### src/rtl/sobel_pkg.sv
// Shared definitions for the image front end: channel width default, streamer
// FSM encoding, packed-pixel field extraction and luma weights.
package sobel_pkg;

  localparam int CH_BITS_DEF = 4;
  localparam int MAX_CH      = 16;

  // Luma approximation: (R + 2G + B) >> 2
  localparam int GRAY_WR    = 1;
  localparam int GRAY_WG    = 2;
  localparam int GRAY_WB    = 1;
  localparam int GRAY_SHIFT = 2;

  localparam int FLD_R = 2;
  localparam int FLD_G = 1;
  localparam int FLD_B = 0;

  typedef enum logic [1:0] {
    S_IDLE    = 2'd0,
    S_FETCH   = 2'd1,
    S_PRESENT = 2'd2,
    S_DONE    = 2'd3
  } state_t;

  // Field idx of a {R,G,B} word whose channels are ch_bits wide (R in the MSBs).
  function automatic logic [MAX_CH-1:0] px_field(input logic [3*MAX_CH-1:0] word,
                                                 input int unsigned idx,
                                                 input int unsigned ch_bits);
    logic [3*MAX_CH-1:0] mask;
    logic [3*MAX_CH-1:0] fld;
    mask = {(3*MAX_CH){1'b1}} >> (3*MAX_CH - ch_bits);
    fld  = (word >> (idx * ch_bits)) & mask;
    return fld[MAX_CH-1:0];
  endfunction

endpackage

### src/rtl/rgb_to_gray.sv
// Combinational luma approximation, gray = (R + 2G + B) >> 2, truncated to
// CH_BITS; the intermediate sum is two bits wider so it can never overflow.
module rgb_to_gray
  import sobel_pkg::*;
#(
  parameter int CH_BITS = CH_BITS_DEF
) (
  input  logic [CH_BITS-1:0] r,
  input  logic [CH_BITS-1:0] g,
  input  logic [CH_BITS-1:0] b,
  output logic [CH_BITS-1:0] gray
);

  localparam int SW = CH_BITS + 2;
  localparam logic [SW-1:0] WR = SW'(GRAY_WR);
  localparam logic [SW-1:0] WG = SW'(GRAY_WG);
  localparam logic [SW-1:0] WB = SW'(GRAY_WB);

  logic [SW-1:0] sum;

  always_comb begin
    sum  = WR * SW'(r) + WG * SW'(g) + WB * SW'(b);
    gray = CH_BITS'(sum >> GRAY_SHIFT);
  end

endmodule

### src/rtl/pixel_rom_streamer.sv
// Raster-order reader of an external synchronous pixel ROM; presents one pixel
// per valid/ready handshake with coordinates and frame/line markers.
module pixel_rom_streamer
  import sobel_pkg::*;
#(
  parameter int CH_BITS = CH_BITS_DEF,
  parameter int IMG_W   = 32,
  parameter int IMG_H   = 32,
  parameter int ADDR_W  = 10,
  parameter int X_W     = 5,
  parameter int Y_W     = 5
) (
  input  logic                   clk,
  input  logic                   rst,
  input  logic                   start,
  input  logic                   mode,
  output logic                   busy,
  output logic                   done,
  output logic [ADDR_W-1:0]      rom_addr,
  input  logic [3*CH_BITS-1:0]   rom_data,
  output logic                   px_valid,
  input  logic                   px_ready,
  output logic [CH_BITS-1:0]     px_r,
  output logic [CH_BITS-1:0]     px_g,
  output logic [CH_BITS-1:0]     px_b,
  output logic [X_W-1:0]         px_x,
  output logic [Y_W-1:0]         px_y,
  output logic                   sof,
  output logic                   eol,
  output logic                   eof
);

  localparam logic [X_W-1:0] X_LAST = X_W'(IMG_W - 1);
  localparam logic [Y_W-1:0] Y_LAST = Y_W'(IMG_H - 1);

  state_t              state;
  logic                mode_q;
  logic [ADDR_W-1:0]   addr;
  logic [X_W-1:0]      x;
  logic [Y_W-1:0]      y;
  logic [CH_BITS-1:0]  r_in, g_in, b_in, gray;

  assign r_in = CH_BITS'(px_field((3*MAX_CH)'(rom_data), FLD_R, CH_BITS));
  assign g_in = CH_BITS'(px_field((3*MAX_CH)'(rom_data), FLD_G, CH_BITS));
  assign b_in = CH_BITS'(px_field((3*MAX_CH)'(rom_data), FLD_B, CH_BITS));

  rgb_to_gray #(.CH_BITS(CH_BITS)) u_gray (
    .r    (r_in),
    .g    (g_in),
    .b    (b_in),
    .gray (gray)
  );

  // rom_addr runs one pixel ahead while a pixel is presented, so the ROM has
  // already read the next word when the handshake lands; it idles at 0 so the
  // first word is read during the start cycle itself.
  always_ff @(posedge clk) begin
    if (rst) begin
      state    <= S_IDLE;
      mode_q   <= 1'b0;
      addr     <= '0;
      x        <= '0;
      y        <= '0;
      rom_addr <= '0;
      busy     <= 1'b0;
      done     <= 1'b0;
      px_valid <= 1'b0;
      px_r     <= '0;
      px_g     <= '0;
      px_b     <= '0;
      px_x     <= '0;
      px_y     <= '0;
      sof      <= 1'b0;
      eol      <= 1'b0;
      eof      <= 1'b0;
    end else begin
      done <= 1'b0;
      case (state)
        S_IDLE: begin
          if (start) begin
            mode_q   <= mode;
            addr     <= '0;
            x        <= '0;
            y        <= '0;
            rom_addr <= '0;
            busy     <= 1'b1;
            state    <= S_FETCH;
          end
        end
        S_FETCH: begin
          px_r     <= mode_q ? gray : r_in;
          px_g     <= mode_q ? gray : g_in;
          px_b     <= mode_q ? gray : b_in;
          px_x     <= x;
          px_y     <= y;
          sof      <= (x == '0) && (y == '0);
          eol      <= (x == X_LAST);
          eof      <= (x == X_LAST) && (y == Y_LAST);
          px_valid <= 1'b1;
          rom_addr <= addr + ADDR_W'(1);
          state    <= S_PRESENT;
        end
        S_PRESENT: begin
          if (px_ready) begin
            px_valid <= 1'b0;
            sof      <= 1'b0;
            eol      <= 1'b0;
            eof      <= 1'b0;
            if (eof) begin
              busy     <= 1'b0;
              done     <= 1'b1;
              rom_addr <= '0;
              state    <= S_DONE;
            end else begin
              addr <= addr + ADDR_W'(1);
              if (x == X_LAST) begin
                x <= '0;
                y <= y + Y_W'(1);
              end else begin
                x <= x + X_W'(1);
              end
              state <= S_FETCH;
            end
          end
        end
        S_DONE: begin
          state <= S_IDLE;
        end
        default: begin
          state <= S_IDLE;
        end
      endcase
    end
  end

endmodule

### config.mk
export PLATFORM = sky130hd
export DESIGN_NAME = pixel_rom_streamer
export DESIGN_NICKNAME = d
export VERILOG_FILES = /design/src/rtl/sobel_pkg.sv /design/src/rtl/rgb_to_gray.sv /design/src/rtl/pixel_rom_streamer.sv
export SDC_FILE = /design/constraint.sdc
export NUM_CORES = 1
export LEC_CHECK = 0
export CORE_ASPECT_RATIO = 0.75
export CORE_MARGIN = 5
export CORE_UTILIZATION = 60
export DETAILED_ROUTE_END_ITERATION = 16
export DONT_BUFFER_PORTS = 1
export GPL_TIMING_DRIVEN = 0
export MAX_ROUTING_LAYER = met4
export PLACE_DENSITY = 0.79
export SYNTH_ARGS = -nofsm -noshare
export SYNTH_HDL_FRONTEND = slang
export SYNTH_SLANG_ARGS = --single-unit
### constraint.sdc
create_clock -name clk -period 4.86 [get_ports clk]
set_clock_uncertainty 0.1 [all_clocks]
set_input_delay 0.972 -clock clk [delete_from_list [all_inputs] [get_ports clk]]
set_output_delay 0.972 -clock clk [all_outputs]
set_load 0.03 [all_outputs]
==> qor.csv <==
metric,value,unit
pre-CTS setup slack,1.87,ns
Overall Power,1.15,mW
CTS tree,done,
Initial Util,0.607,
sequential element share of the synthesized area,0.420,
Placer Congestion,0.846,
crit path cell chain,inv_1 -> fa_1 -> nand3b_1 -> fa_1 -> nor2b_1 -> o21a_1 -> o21ai_0 -> a311oi_1,
CP Launch Type,primary input,
P&R area growth vs syn,9.81,%
fin. max-slew vios,0,
nets,378,
Achievable Freq,0.379,GHz
P per Cell Area,360,nW/um^2
Hold Worst Slack,0.424,ns
Avg WL per Cell,17.2,microns
drt total wl,7.09,mm
io pins,55,
Final Setup Violations,0,
Slew HR,0.603,
Synth top area share,0.420,
CP endpoint kind,flip-flop,
CTS H-tree depth,3,
period utilization,0.543,
CTS sink cnt,61,
"Top cell by count, worst path",fa_1,
syn_area_per_cell,8.66,sq um
HP Class,flip-flop to flip-flop,
most common cell in the synthesized netlist,dfxtp_1,
post-route antenna net violation count,0,
Final Hold Fails,0,
Yosys cell types,52,
final setup margin,2.22,ns
CP top delay family,adder cells,
ant diodes,0,
drt first pass iters,4,
# resized after CTS,0,
Detailed Route Iter0 Violations,185,
leading area contributor after synthesis,dfxtp_1,
Synth Instances,336,
Tmin final,2.64,ns
Worst-path clk slew,0.07,ns
cts hold-fix bufs,0,
RSZ-0062 raised after global routing,false,
gr ovfl total,0,
initial antenna violation count,0,
Post-synth EDFFs,0,
DR vias,2474,
Arrival @ worst endpoint,2.79,ns
CP max FO,3,
Remaining DRCs,0,
# rows,22,
vias in the first global route,2401,
crit-path max cell delay,0.46,ns
Synth area leaders,"dfxtp_1 (42%), a21oi_1 (5.8%), nand2_1 (5.0%)",
synth warn,0,
outcome,completed,
Tot GR Track Use,0.240,
CP bufs+invs,1,
# Post-CTS Setup Buffers,0,
Post-Layout Cell Count,412,
chip width,90.4,microns
Synth Register Bits,61,
VDD IR max,0.219,mV
CTS Buffer Depth,2,
clk_lat worst skew,0.35,ns
Critical Path RT,5.01,ns
largest net degree at the start of global routing,11,
DP HPWL,5.20,mm
P_leak,1.17,nW
Die H,70.3,microns
CTS root buf,clkbuf_8,
die area,6360,sq um
wire length of the first global-routing pass,11.9,mm
setup tns final,0,ns
Worst Max-Slew Pin Slew,0.595,ns
Max-cap violations,0,
via/cell ratio,6.00,
Port-buffer cells,0,
layout cells sized above 1,0.0852,
Worst path slowest cell,fa_1,
Mapped Area,2910,sq um
Synth async-reset ratio,0,
cts bufs inserted,9,
Post-synth top flop,dfxtp_1,
"top cells by count, synth","dfxtp_1 (61), nand2_1 (39), nor2_1 (39)",
Core ar.,4790,sq um
Crit Path Class,primary input to flip-flop,
post-placement cell count,396,
syn nets,367,
## final cells by class
class	count	area [sq um]
Clock buffer	12	165
Tap cell	60	75.1
Fill cell	388	1600
Clock inverter	4	45.0
Buffer	21	103
Inverter	15	56.3
Sequential cell	61	1220
Multi-Input combinational cell	239	1530
## cells by family (layout without fill, tap and decap cells)
kind of cell | count (synthesis) | in the layout | synth area share
AO/OA/AOI/OAI | 89 | 89 | 0.204
buffers and inverters | 36 | 52 | 0.0546
XOR/XNOR | 13 | 13 | 0.0391
flip-flops | 61 | 61 | 0.420
multiplexers | 1 | 1 | 0.00344
adder cells (fa/ha/maj) | 14 | 14 | 0.0705
AND/OR/NAND/NOR | 122 | 122 | 0.209
## cells in the final DEF (no fill, tap or decap), drive strengths merged, types with 4 or more instances in the layout
cell     n
a211oi   8
a21oi   34
a22o     4
a22oi    7
a311oi   6
buf      9
clkbuf  24
dfxtp   61
fa       4
ha      10
inv     15
nand2   39
nand2b  11
nand3    5
nand3b   4
nor2    39
nor2b    4
nor3     5
o21ai    9
xnor2   10
## power by group
part	total (mW)	switching (mW)	leakage (nW)	internal, mW
sequential	0.553	0.0380	0.495	0.515
clock	0.473	0.197	0.112	0.276
combinational	0.123	0.0775	0.560	0.0458
## final timing paths
kind               startpoint      end  depth (start not counted)  slack, ns
hold reg to reg          y[2]  px_y[2]                          2       0.42
setup reg to reg         x[0]     y[4]                          7       2.86
hold / removal           y[2]  px_y[2]                          2       0.42
setup / recovery  rom_data[1]  px_r[3]                          8       2.22
## sequential cells by signal, summed over array words and instances, names as in the netlist
name,flops
px_x,5
done,1
addr,10
px_b,4
y,5
eof,1
px_r,4
px_g,4
x,5
state,2
px_y,5
eol,1
rom_addr,10
busy,1
px_valid,1
mode_q,1
sof,1
## per-layer routing
metal	vias up	global-route usage	share of wire
met5	-	-	0
met4	0	0.0926	0.017
met3	15	0.0872	0.094
met2	105	0.351	0.43
met1	1149	0.304	0.46
li1	1205	-	-
## worst min-delay path, cell delays in order, from the launching register on
cell	delay, ns
dfxtp_1	0.36
nand2_1	0.07
a21oi_1	0.05
## stage by stage
stage / utilization / area (sq um)
after floorplan: - / 2910
after global placement: 0.623 / 2980
after detailed placement: 0.623 / 2980
after CTS: 0.667 / 3190
after global routing: 0.667 / 3190
final: 0.667 / 3190
No activity file was read; power rests on OpenSTA's default activity.
